--- config.mk ---
export PLATFORM = sky130hd
export DESIGN_NAME = cntl_multicycle
export DESIGN_NICKNAME = d
export VERILOG_FILES = /design/src/rtl/cntl_mc_pkg.sv /design/src/rtl/imm_decode.sv /design/src/rtl/cntl_multicycle.sv
export SDC_FILE = /design/constraint.sdc
export NUM_CORES = 1
export LEC_CHECK = 0
export BUFFER_PORTS_ARGS = -buffer_cell sky130_fd_sc_hd__buf_2
export CORE_UTILIZATION = 44
export DETAILED_ROUTE_END_ITERATION = 6
export PLACE_DENSITY_LB_ADDON = 0.3
export SLEW_MARGIN = 25
export SYNTH_ARGS = -nofsm -noshare
export SYNTH_HDL_FRONTEND = slang
export SYNTH_SLANG_ARGS = --single-unit
--- constraint.sdc ---
create_clock -name clk -period 2.76 [get_ports clk]
set_clock_uncertainty 0.1 [all_clocks]
set_input_delay 0.138 -clock clk [delete_from_list [all_inputs] [get_ports clk]]
set_output_delay 0.138 -clock clk [all_outputs]
set_load 0.005 [all_outputs]
--- src/rtl/cntl_mc_pkg.sv ---
// Shared encodings for the multi-cycle RV32I control unit:
// FSM states, opcodes, ALU codes and datapath select codes.
package cntl_mc_pkg;

  typedef enum logic [2:0] {
    S_FETCH  = 3'd0,
    S_DECODE = 3'd1,
    S_EXEC   = 3'd2,
    S_MEM    = 3'd3,
    S_WB     = 3'd4
  } state_t;

  localparam logic [6:0] OPC_LUI    = 7'b0110111;
  localparam logic [6:0] OPC_AUIPC  = 7'b0010111;
  localparam logic [6:0] OPC_JAL    = 7'b1101111;
  localparam logic [6:0] OPC_JALR   = 7'b1100111;
  localparam logic [6:0] OPC_BRANCH = 7'b1100011;
  localparam logic [6:0] OPC_LOAD   = 7'b0000011;
  localparam logic [6:0] OPC_STORE  = 7'b0100011;
  localparam logic [6:0] OPC_OPIMM  = 7'b0010011;
  localparam logic [6:0] OPC_OP     = 7'b0110011;

  localparam logic [4:0] ALU_ADD   = 5'b00000;
  localparam logic [4:0] ALU_PASSB = 5'b11111;
  localparam logic [1:0] ALU_BR    = 2'b10;

  localparam logic [1:0] OP2_RS2  = 2'b00;
  localparam logic [1:0] OP2_IMM  = 2'b01;
  localparam logic [1:0] OP2_FOUR = 2'b10;

  localparam logic [1:0] DMX_OUT  = 2'b00;
  localparam logic [1:0] DMX_ADDR = 2'b01;
  localparam logic [1:0] DMX_PC   = 2'b10;

  localparam logic [1:0] EXT_SIGN = 2'b00;
  localparam logic [1:0] EXT_ZERO = 2'b01;
  localparam logic [1:0] EXT_U    = 2'b10;
  localparam logic [1:0] EXT_BJ   = 2'b11;

  typedef struct packed {
    logic       mem_sz_ex_sel;
    logic       mem_sel;
    logic [1:0] mem_size;
    logic       pc_update;
    logic       load_ir;
    logic       load_mdr;
    logic       mem_wr_en;
    logic       reg_file_wr_en;
    logic       wr_reg_mux_sel;
    logic       op1_sel;
    logic [1:0] op2_sel;
    logic [1:0] alu_demux;
    logic [4:0] alu_ctrl;
  } ctrl_t;

  function automatic logic is_legal(input logic [6:0] opc);
    return opc == OPC_LUI   || opc == OPC_AUIPC ||
           opc == OPC_JAL   || opc == OPC_JALR  ||
           opc == OPC_BRANCH|| opc == OPC_LOAD  ||
           opc == OPC_STORE || opc == OPC_OPIMM ||
           opc == OPC_OP;
  endfunction

endpackage

--- src/rtl/imm_decode.sv ---
// Extracts the raw immediate field and its extension controls
// from the instruction format implied by the opcode.
module imm_decode
  import cntl_mc_pkg::*;
(
  input  logic [31:0] inst,
  output logic [19:0] imm,
  output logic        sz_ex_sel,
  output logic [1:0]  sz_ex_mode
);

  logic [6:0] opc;
  assign opc = inst[6:0];

  always_comb begin
    imm        = '0;
    sz_ex_sel  = 1'b0;
    sz_ex_mode = EXT_SIGN;
    unique case (1'b1)
      (opc == OPC_LOAD) || (opc == OPC_OPIMM) ||
      (opc == OPC_JALR): begin
        imm = {8'b0, inst[31:20]};
      end
      (opc == OPC_STORE): begin
        imm = {8'b0, inst[31:25], inst[11:7]};
      end
      (opc == OPC_BRANCH): begin
        imm = {8'b0, inst[31], inst[7],
               inst[30:25], inst[11:8]};
        sz_ex_mode = EXT_BJ;
      end
      (opc == OPC_LUI) || (opc == OPC_AUIPC): begin
        imm        = inst[31:12];
        sz_ex_sel  = 1'b1;
        sz_ex_mode = EXT_U;
      end
      (opc == OPC_JAL): begin
        imm = {inst[31], inst[19:12],
               inst[20], inst[30:21]};
        sz_ex_sel  = 1'b1;
        sz_ex_mode = EXT_BJ;
      end
      default: ;
    endcase
  end

endmodule

--- src/rtl/cntl_multicycle.sv ---
// Moore control FSM for the multi-cycle RV32I core:
// FETCH -> DECODE -> EXEC -> [MEM] -> WB.
module cntl_multicycle
  import cntl_mc_pkg::*;
(
  input  logic        clk,
  input  logic        rst,
  input  logic [31:0] inst,
  input  logic        bcond,
  output logic        sz_ex_sel,
  output logic [1:0]  sz_ex_mode,
  output logic        mem_sz_ex_sel,
  output logic [19:0] imm,
  output logic        mem_sel,
  output logic [1:0]  mem_size,
  output logic        pc_update,
  output logic        load_ir,
  output logic        load_mdr,
  output logic        mem_wr_en,
  output logic        reg_file_wr_en,
  output logic        wr_reg_mux_sel,
  output logic        op1_sel,
  output logic [1:0]  op2_sel,
  output logic [1:0]  alu_demux,
  output logic [4:0]  alu_ctrl
);

  state_t      state, state_n;
  logic        br_taken;
  ctrl_t       c;
  logic [6:0]  opc;
  logic [2:0]  f3;
  logic [19:0] dec_imm;
  logic        dec_sel;
  logic [1:0]  dec_mode;

  logic is_op, is_opimm, is_lui, is_auipc;
  logic is_jal, is_jalr, is_br, is_ld, is_st;

  assign opc      = inst[6:0];
  assign f3       = inst[14:12];
  assign is_op    = opc == OPC_OP;
  assign is_opimm = opc == OPC_OPIMM;
  assign is_lui   = opc == OPC_LUI;
  assign is_auipc = opc == OPC_AUIPC;
  assign is_jal   = opc == OPC_JAL;
  assign is_jalr  = opc == OPC_JALR;
  assign is_br    = opc == OPC_BRANCH;
  assign is_ld    = opc == OPC_LOAD;
  assign is_st    = opc == OPC_STORE;

  imm_decode u_imm (
    .inst       (inst),
    .imm        (dec_imm),
    .sz_ex_sel  (dec_sel),
    .sz_ex_mode (dec_mode)
  );

  always_ff @(posedge clk) begin
    if (rst) begin
      state    <= S_FETCH;
      br_taken <= 1'b0;
    end else begin
      state <= state_n;
      if (state == S_EXEC) br_taken <= bcond;
    end
  end

  always_comb begin
    c       = '0;
    state_n = S_FETCH;
    unique case (state)
      S_FETCH: begin
        c.mem_size = 2'b10;
        c.load_ir  = 1'b1;
        state_n    = S_DECODE;
      end
      S_DECODE: begin
        state_n = is_legal(opc) ? S_EXEC : S_WB;
      end
      S_EXEC: begin
        c.alu_demux = DMX_OUT;
        c.alu_ctrl  = ALU_ADD;
        unique case (1'b1)
          is_op: begin
            c.op2_sel  = OP2_RS2;
            c.alu_ctrl = {1'b0, inst[30], f3};
          end
          is_opimm: begin
            c.op2_sel  = OP2_IMM;
            c.alu_ctrl = {1'b0, (f3 == 3'b101) & inst[30], f3};
          end
          is_lui: begin
            c.op2_sel  = OP2_IMM;
            c.alu_ctrl = ALU_PASSB;
          end
          is_auipc: begin
            c.op1_sel = 1'b1;
            c.op2_sel = OP2_IMM;
          end
          is_jal || is_jalr: begin
            c.op1_sel = 1'b1;
            c.op2_sel = OP2_FOUR;
          end
          is_ld || is_st: begin
            c.op2_sel   = OP2_IMM;
            c.alu_demux = DMX_ADDR;
          end
          is_br: begin
            c.op2_sel  = OP2_RS2;
            c.alu_ctrl = {ALU_BR, f3};
          end
          default: ;
        endcase
        state_n = (is_ld || is_st) ? S_MEM : S_WB;
      end
      S_MEM: begin
        c.mem_sel  = 1'b1;
        c.mem_size = f3[1:0];
        if (is_ld) begin
          c.load_mdr      = 1'b1;
          c.mem_sz_ex_sel = ~f3[2];
        end
        if (is_st) c.mem_wr_en = 1'b1;
        state_n = S_WB;
      end
      S_WB: begin
        c.pc_update = 1'b1;
        c.alu_demux = DMX_PC;
        c.alu_ctrl  = ALU_ADD;
        c.op1_sel   = 1'b1;
        c.op2_sel   = OP2_FOUR;
        if (is_jal || (is_br && br_taken)) begin
          c.op2_sel = OP2_IMM;
        end
        if (is_jalr) begin
          c.op1_sel = 1'b0;
          c.op2_sel = OP2_IMM;
        end
        if (is_op || is_opimm || is_lui ||
            is_auipc || is_jal || is_jalr) begin
          c.reg_file_wr_en = 1'b1;
        end
        if (is_ld) begin
          c.reg_file_wr_en = 1'b1;
          c.wr_reg_mux_sel = 1'b1;
        end
        state_n = S_FETCH;
      end
      default: state_n = S_FETCH;
    endcase
    // reset quiets every control line, including any write enable
    if (rst) c = '0;
  end

  logic imm_vld;
  assign imm_vld = !rst && (state != S_FETCH);

  assign imm            = imm_vld ? dec_imm  : '0;
  assign sz_ex_sel      = imm_vld ? dec_sel  : 1'b0;
  assign sz_ex_mode     = imm_vld ? dec_mode : 2'b00;
  assign mem_sz_ex_sel  = c.mem_sz_ex_sel;
  assign mem_sel        = c.mem_sel;
  assign mem_size       = c.mem_size;
  assign pc_update      = c.pc_update;
  assign load_ir        = c.load_ir;
  assign load_mdr       = c.load_mdr;
  assign mem_wr_en      = c.mem_wr_en;
  assign reg_file_wr_en = c.reg_file_wr_en;
  assign wr_reg_mux_sel = c.wr_reg_mux_sel;
  assign op1_sel        = c.op1_sel;
  assign op2_sel        = c.op2_sel;
  assign alu_demux      = c.alu_demux;
  assign alu_ctrl       = c.alu_ctrl;

endmodule

==> metrics.md, run 1 <==
| Metric | Value |
|---|---|
| RSZ-0062 raised after global routing | no |
| Worst vdd ir | 0.2299 mV |
| Worst slew pin tran | roughly 0.7 ns |
| Num CTS Buffers | 3 |
| Critical Path Start | state[2]$_SDFF_PP0_ |
| Post-CTS Setup Bufs | 0 |
| Clk pwr share | 0.285 |
| Clk slew on worst S/H paths | 0.03 ns |
| Fill cells | between 200 and 250 |
| Post-synth EDFFs | 0 |
| Die width | about 51 um |
| Critical-path cell list | or4b_1, a2111oi_0, buf_2 |
| Clock Tree Root | clkbuf_4 |
| Required time of the critical path | ~2.5 ns |
| CTS Hold Bufs | 0 |
| Crit-path max cell delay | approximately 0.64 ns |
| Nets@finish | between 200 and 300 |
| Finished Layout Cells | between 200 and 300 |
| Vias per cell | ~6.0 |
| Critical Path End | alu_ctrl[4] |
| Fin. max-slew vios | 0 |
| Largest area contributor in the netlist | nor2_1 |
| R2r setup slk | between 1 and 1.5 ns |
| Post-Synthesis Cells | between 150 and 200 |
| Internal Power | 154.5 uW |
| Site row count | 17 |
| Vias | 1,596 |
| Cell Pwr Density | 170.2 nW/um2 |
| Layout cells sized above 1 | 0.3908 |
| Register bit total from synthesis | 4 |
| Net switching component of the power | about 95 uW |
| R2R depth | 3 |
| Static leakage | 0.0006765 uW |
| Gr ovfl total | 0 |
| Worst setup EP type | primary output |
| Layout area overhead | 37.65% |
| Peak Freq | approximately 440 MHz |
| Critical path peak fanout | 8 |
| Vias in the first global route | 1,224 |
| Initial antenna violation count | 0 |
| Switching Share | 0.3802 |
| Hold wc startpoint | bcond |
| Minimum clock period | approximately 2.3 ns |
| Synth async-reset ratio | 0 |
| First-pass GRT wire length | around 5700 um |
| H-tree levels | 1 |
| Most numerous cell in the Yosys netlist | nor2_1 |
| Comb power frac | 0.450 |
| GPL Wtd Cong | between 0.8 and 0.9 |
| Residual DRC | 0 |
| Cts repair resizes | 0 |
| Final hold vios | 0 |
| Sum of negative setup slack | 0 ns |
| Post-synth top flop | dfxtp_1 |
| Post-DRT Antenna Nets | 0 |
| DR pass1 iterations | 6 |
| Post-route clock period utilization | 0.8274 |
| Total track usage | 0.2809 |
| Final core utilization | 0.6493 |
| Final Worst Setup Slack | 0.4763 ns |
| Reg2reg start | state[2]$_SDFF_PP0_ |
| DIE AREA | around 2600 um2 |
| Hold Crit Class | in2reg |
| Hpwl dp | around 2900 um |
| Top cells by count, synth | nor2_1, nand2_1, a21oi_1 |
| Clock latency on the worst-skew pair | around 0.23 ns |
| Max-Cap Viols | 0 |
| Routed length per instance | about 14 um |
| DRT Wirelength | between 3000 and 4000 um |
| Syn avg cell area | ~6.4 um2 |
| PortBufs | 77 |
| Mapped Area | between 1000 and 1500 um2 |
| RR Endpoint | state[1]$_SDFF_PP0_ |
| Largest net degree at the start of global routing | 22 |
| Die H | between 50 and 60 um |
| Setup CP Type | reg2out |
| Worst setup SP type | register |
| CTS Sinks | 4 |
| CP arrival | just over 2 ns |
| Starting DRC count in detailed routing | about 110 |
| Pre-CTS setup slack | slightly below 0.8 ns |
| Diode count | 0 |
| CORE AREA | roughly 2300 um2 |
| Top cell type's share of synthesized area | 0.1024 |
| Final setup fails | 0 |
| IO Count | between 70 and 80 |
| Placed Cells | between 200 and 300 |
| Status | finished clean |
| Clock tree from TritonCTS | yes |
| Slew HR | 0.5326 |
| Sequential area share after synthesis | 0.07529 |
| CTS Buffer Depth | 2 |
| Yosys warning total | 0 |
| Distinct cells, synth | 42 |
| Fin Hold WS | 0.05414 ns |
| Initial core utilization | 0.4717 |
| Sequential Power Share | 0.265 |
| Post-synth net total | between 200 and 250 |
| Worst path slowest cell | or4b_1 |
| Largest cells by area after synthesis | nor2_1, a21oi_1, dfxtp_1, nand2_1, a22oi_1 |
worst max-delay path: cells and delay by family (launching register included):
family	cells	cell delay [ns]
and+or+nand+nor	1	0.64
AOI/OAI and AO/OA	1	0.60
DFF	1	0.36
buffers and inverters	1	0.22
power by group through the flow:
stage               Combinational (uW)  Clock, uW  Sequential, uW
CTS                                110       74.2            65.9
finish                             112       71.0            66.0
global placement                   109          0            66.1
floorplan                         58.7          0            65.6
global route                       124       79.7            66.9
detailed placement                 110          0            66.7
how the worst min path moves through the flow:
stage               slack [ns]                    end  depth (start not counted)
floorplan                 0.19  br_taken$_SDFFE_PP0N_                          2
finish                    0.05  br_taken$_SDFFE_PP0N_                          3
CTS                       0.06  br_taken$_SDFFE_PP0N_                          3
global route              0.06  br_taken$_SDFFE_PP0N_                          3
detailed placement        0.30  br_taken$_SDFFE_PP0N_                          3
global placement          0.29  br_taken$_SDFFE_PP0N_                          3
cell families after synthesis:
group | synth area share
flops | 0.07530
mux | 0.04706
buf+inv | 0.08588
compound gates | 0.3788
simple gates | 0.4129
area by class of cell:
cell class                 instances  area, um2  share of cell area
multi-input combinational        143      892.1              0.6094
timing repair buffer              79      400.4              0.2735
sequential                         4      80.08             0.05470
clock buffer                       3      22.52             0.01538
inverter                           9      33.78             0.02308
tap                               28      35.03             0.02393
flip-flops by register name (all words and copies together) (netlist names):
signal	cells
br_taken	1
state	3
through the flow:
step | area (um2) | power (uW)
2_1_floorplan | 1064 | 124.2
4_1_cts | 1464 | 250.5
6_report | 1464 | 249.2
5_1_grt | 1464 | 270.2
3_3_place_gp | 1441 | 175.2
3_5_place_dp | 1441 | 176.6
placed cells by master (no fill, tap or decap), drive strengths merged:
cell and n:
buf 79, nor2 30, nand2 17, a21oi 16, nor3 11, inv 9, a22oi 7, a221oi 6
a222oi 5, mux2i 5, nand3b 4, dfxtp 4, nor4 4, and2 3, or3 3, or2 3
o22ai 3, a2111oi 3, clkbuf 3, a211o 2, a31oi 2, o21ai 2, nor3b 2, nand4b 2
and4bb 1, a21o 1, nand2b 1, or4b 1, a21boi 1, o2bb2ai 1, and3b 1, nor2b 1
o21bai 1, a211oi 1, o31ai 1, a32oi 1, a31o 1
routing by layer:
metal | vias to the layer above | part of all wire | GRT usage
met5 | - | 0 | 0
met4 | 0 | 0.0046 | 0.06944
met3 | 2 | 0.10 | 0.02381
met2 | 107 | 0.47 | 0.4254
met1 | 709 | 0.43 | 0.4187
li1 | 778 | - | -
(Power assumes the default switching activity.)
==> inputs of run 2 (changes only) <==
CORE_UTILIZATION = 41   (was 44)
clock period = 2.22 ns   (was 2.76 ns; I/O delays follow)
==> metrics.md, run 2 (synthesized netlist as in run 1, its figures left out) <==
| Metric | Value |
|---|---|
| Status | finished clean |
| Setup CP Type | reg2out |
| Site row count | 18 |
| Max-Cap Viols | 0 |
| Placed Cells | 267 |
| H-tree levels | 1 |
| Top flop regs | state (3), br_taken (1) |
| IO Count | 78 |
| Residual DRC | 0 |
| Max reg flops | 3 |
| Critical path peak fanout | 8 |
| Fin. max-slew vios | 0 |
| R2r setup slk | roughly 0.85 ns |
| Clk slew on worst S/H paths | 0.05 ns |
| Initial antenna violation count | 0 |
| Static leakage | 0.0006957 uW |
| Die width | between 50 and 60 um |
| Final hold vios | 0 |
| Diode count | 0 |
| Vias | between 1.5k and 2k |
| Required time of the critical path | between 2 and 2.5 ns |
| Slew HR | 0.5790 |
| Minimum clock period | around 2.2 ns |
| Routed length per instance | 14.24 um |
| Most common cell after layout, fill and taps aside | buf_2 |
| Nets@finish | roughly 280 |
| CTS Hold Bufs | 0 |
| Worst vdd ir | 0.1980 mV |
| CTS Sinks | 4 |
| Commonest non-fill, non-tap cells in the layout | buf_2, nor2_1, nand2_1, a21oi_1, nor3_1 |
| Gr ovfl total | 0 |
| Clock tree from TritonCTS | yes |
| Vias in the first global route | around 1.2k |
| Fill cells | 279 |
| CP arrival | slightly below 2 ns |
| Hold Crit Class | in2reg |
| Fin Hold WS | approximately 0.014 ns |
| DIE AREA | between 2000 and 3000 um2 |
| Die H | about 53 um |
| Peak Freq | about 460 MHz |
| Largest Register | state |
| Worst slew pin tran | roughly 0.6 ns |
| CTS Buffer Depth | 2 |
| Starting DRC count in detailed routing | 53 |
| Num CTS Buffers | 3 |
| Hpwl dp | 2952 um |
| DRT Wirelength | 3872 um |
| Clock latency on the worst-skew pair | ~0.25 ns |
| Post-DRT Antenna Nets | 0 |
| Post-route clock period utilization | 0.9695 |
| Initial core utilization | 0.4332 |
| Cell Pwr Density | between 200 and 250 nW/um2 |
| GPL Wtd Cong | roughly 0.84 |
| CORE AREA | between 2000 and 2500 um2 |
| PortBufs | slightly below 80 |
| Final setup fails | 0 |
| Total track usage | 0.2761 |
| Worst setup EP type | primary output |
| Layout area overhead | 41.18% |
| Finished Layout Cells | around 270 |
| Clock Tree Root | clkbuf_4 |
| Worst setup SP type | register |
| First-pass GRT wire length | 5658 um |
| Largest net degree at the start of global routing | 25 |
| Final core utilization | 0.6116 |
| Layout cells sized above 1 | 0.4091 |
| Vias per cell | just under 6 |
| DR pass1 iterations | 4 |
## run 2: area by class of cell
type                            instances  area [um2]  share of cell area
Multi-Input combinational cell        143       895.9              0.5967
Sequential cell                         4       81.33             0.05417
Clock buffer                            3       22.52             0.01500
Tap cell                               30       37.54             0.02500
Timing Repair Buffer                   83       430.4              0.2867
Inverter                                9       33.78             0.02250
## run 2: worst max-delay path: stages (launching register included)
cell and delay, ns:
dfxtp_1 0.37, or4b_4 0.57, a211o_1 0.32, nor4_2 0.26
buf_2 0.15
## run 2: metrics by stage
step            TNS [ns]  area (um2)  total power, uW  setup WS [ns]
6_report               0        1501            324.4        0.06772
5_1_grt        -0.004873        1501            347.1      -0.004873
4_1_cts                0        1485            322.8        0.05786
3_5_place_dp           0        1459            222.6         0.2573
3_3_place_gp           0        1459            219.7         0.3145
2_1_floorplan          0        1064            154.5         0.4754
## run 2: timing repair
item / in CTS / in global routing
resized for setup: 1 / 1
setup endpoints to repair: 1 / 1
pin swaps: 0 / 2
cloned: 0 / 0
setup buffers: 0 / 2
## run 2: report_power, final
group	internal, uW	leakage (uW)	switching [uW]
logic	57.2	0.000649	85.2
clock network	61.0	0.0000138	38.6
registers	75.7	0.0000332	6.63
## run 2: path summary, 6_finish.rpt
check                              from                    end  cells after the start
hold reg to reg   br_taken$_SDFFE_PP0N_  br_taken$_SDFFE_PP0N_                      2
hold / removal                    bcond  br_taken$_SDFFE_PP0N_                      3
setup reg to reg    state[0]$_SDFF_PP0_    state[1]$_SDFF_PP0_                      3
setup / recovery    state[0]$_SDFF_PP0_            alu_ctrl[3]                      4
## run 2: layer usage
layer	global-route usage	vias up	part of all wire
met1	0.3598	737	0.43
met3	0.01724	5	0.072
li1	-	784	-
met2	0.4747	91	0.49
met4	0.09211	0	0.011
met5	0	-	0
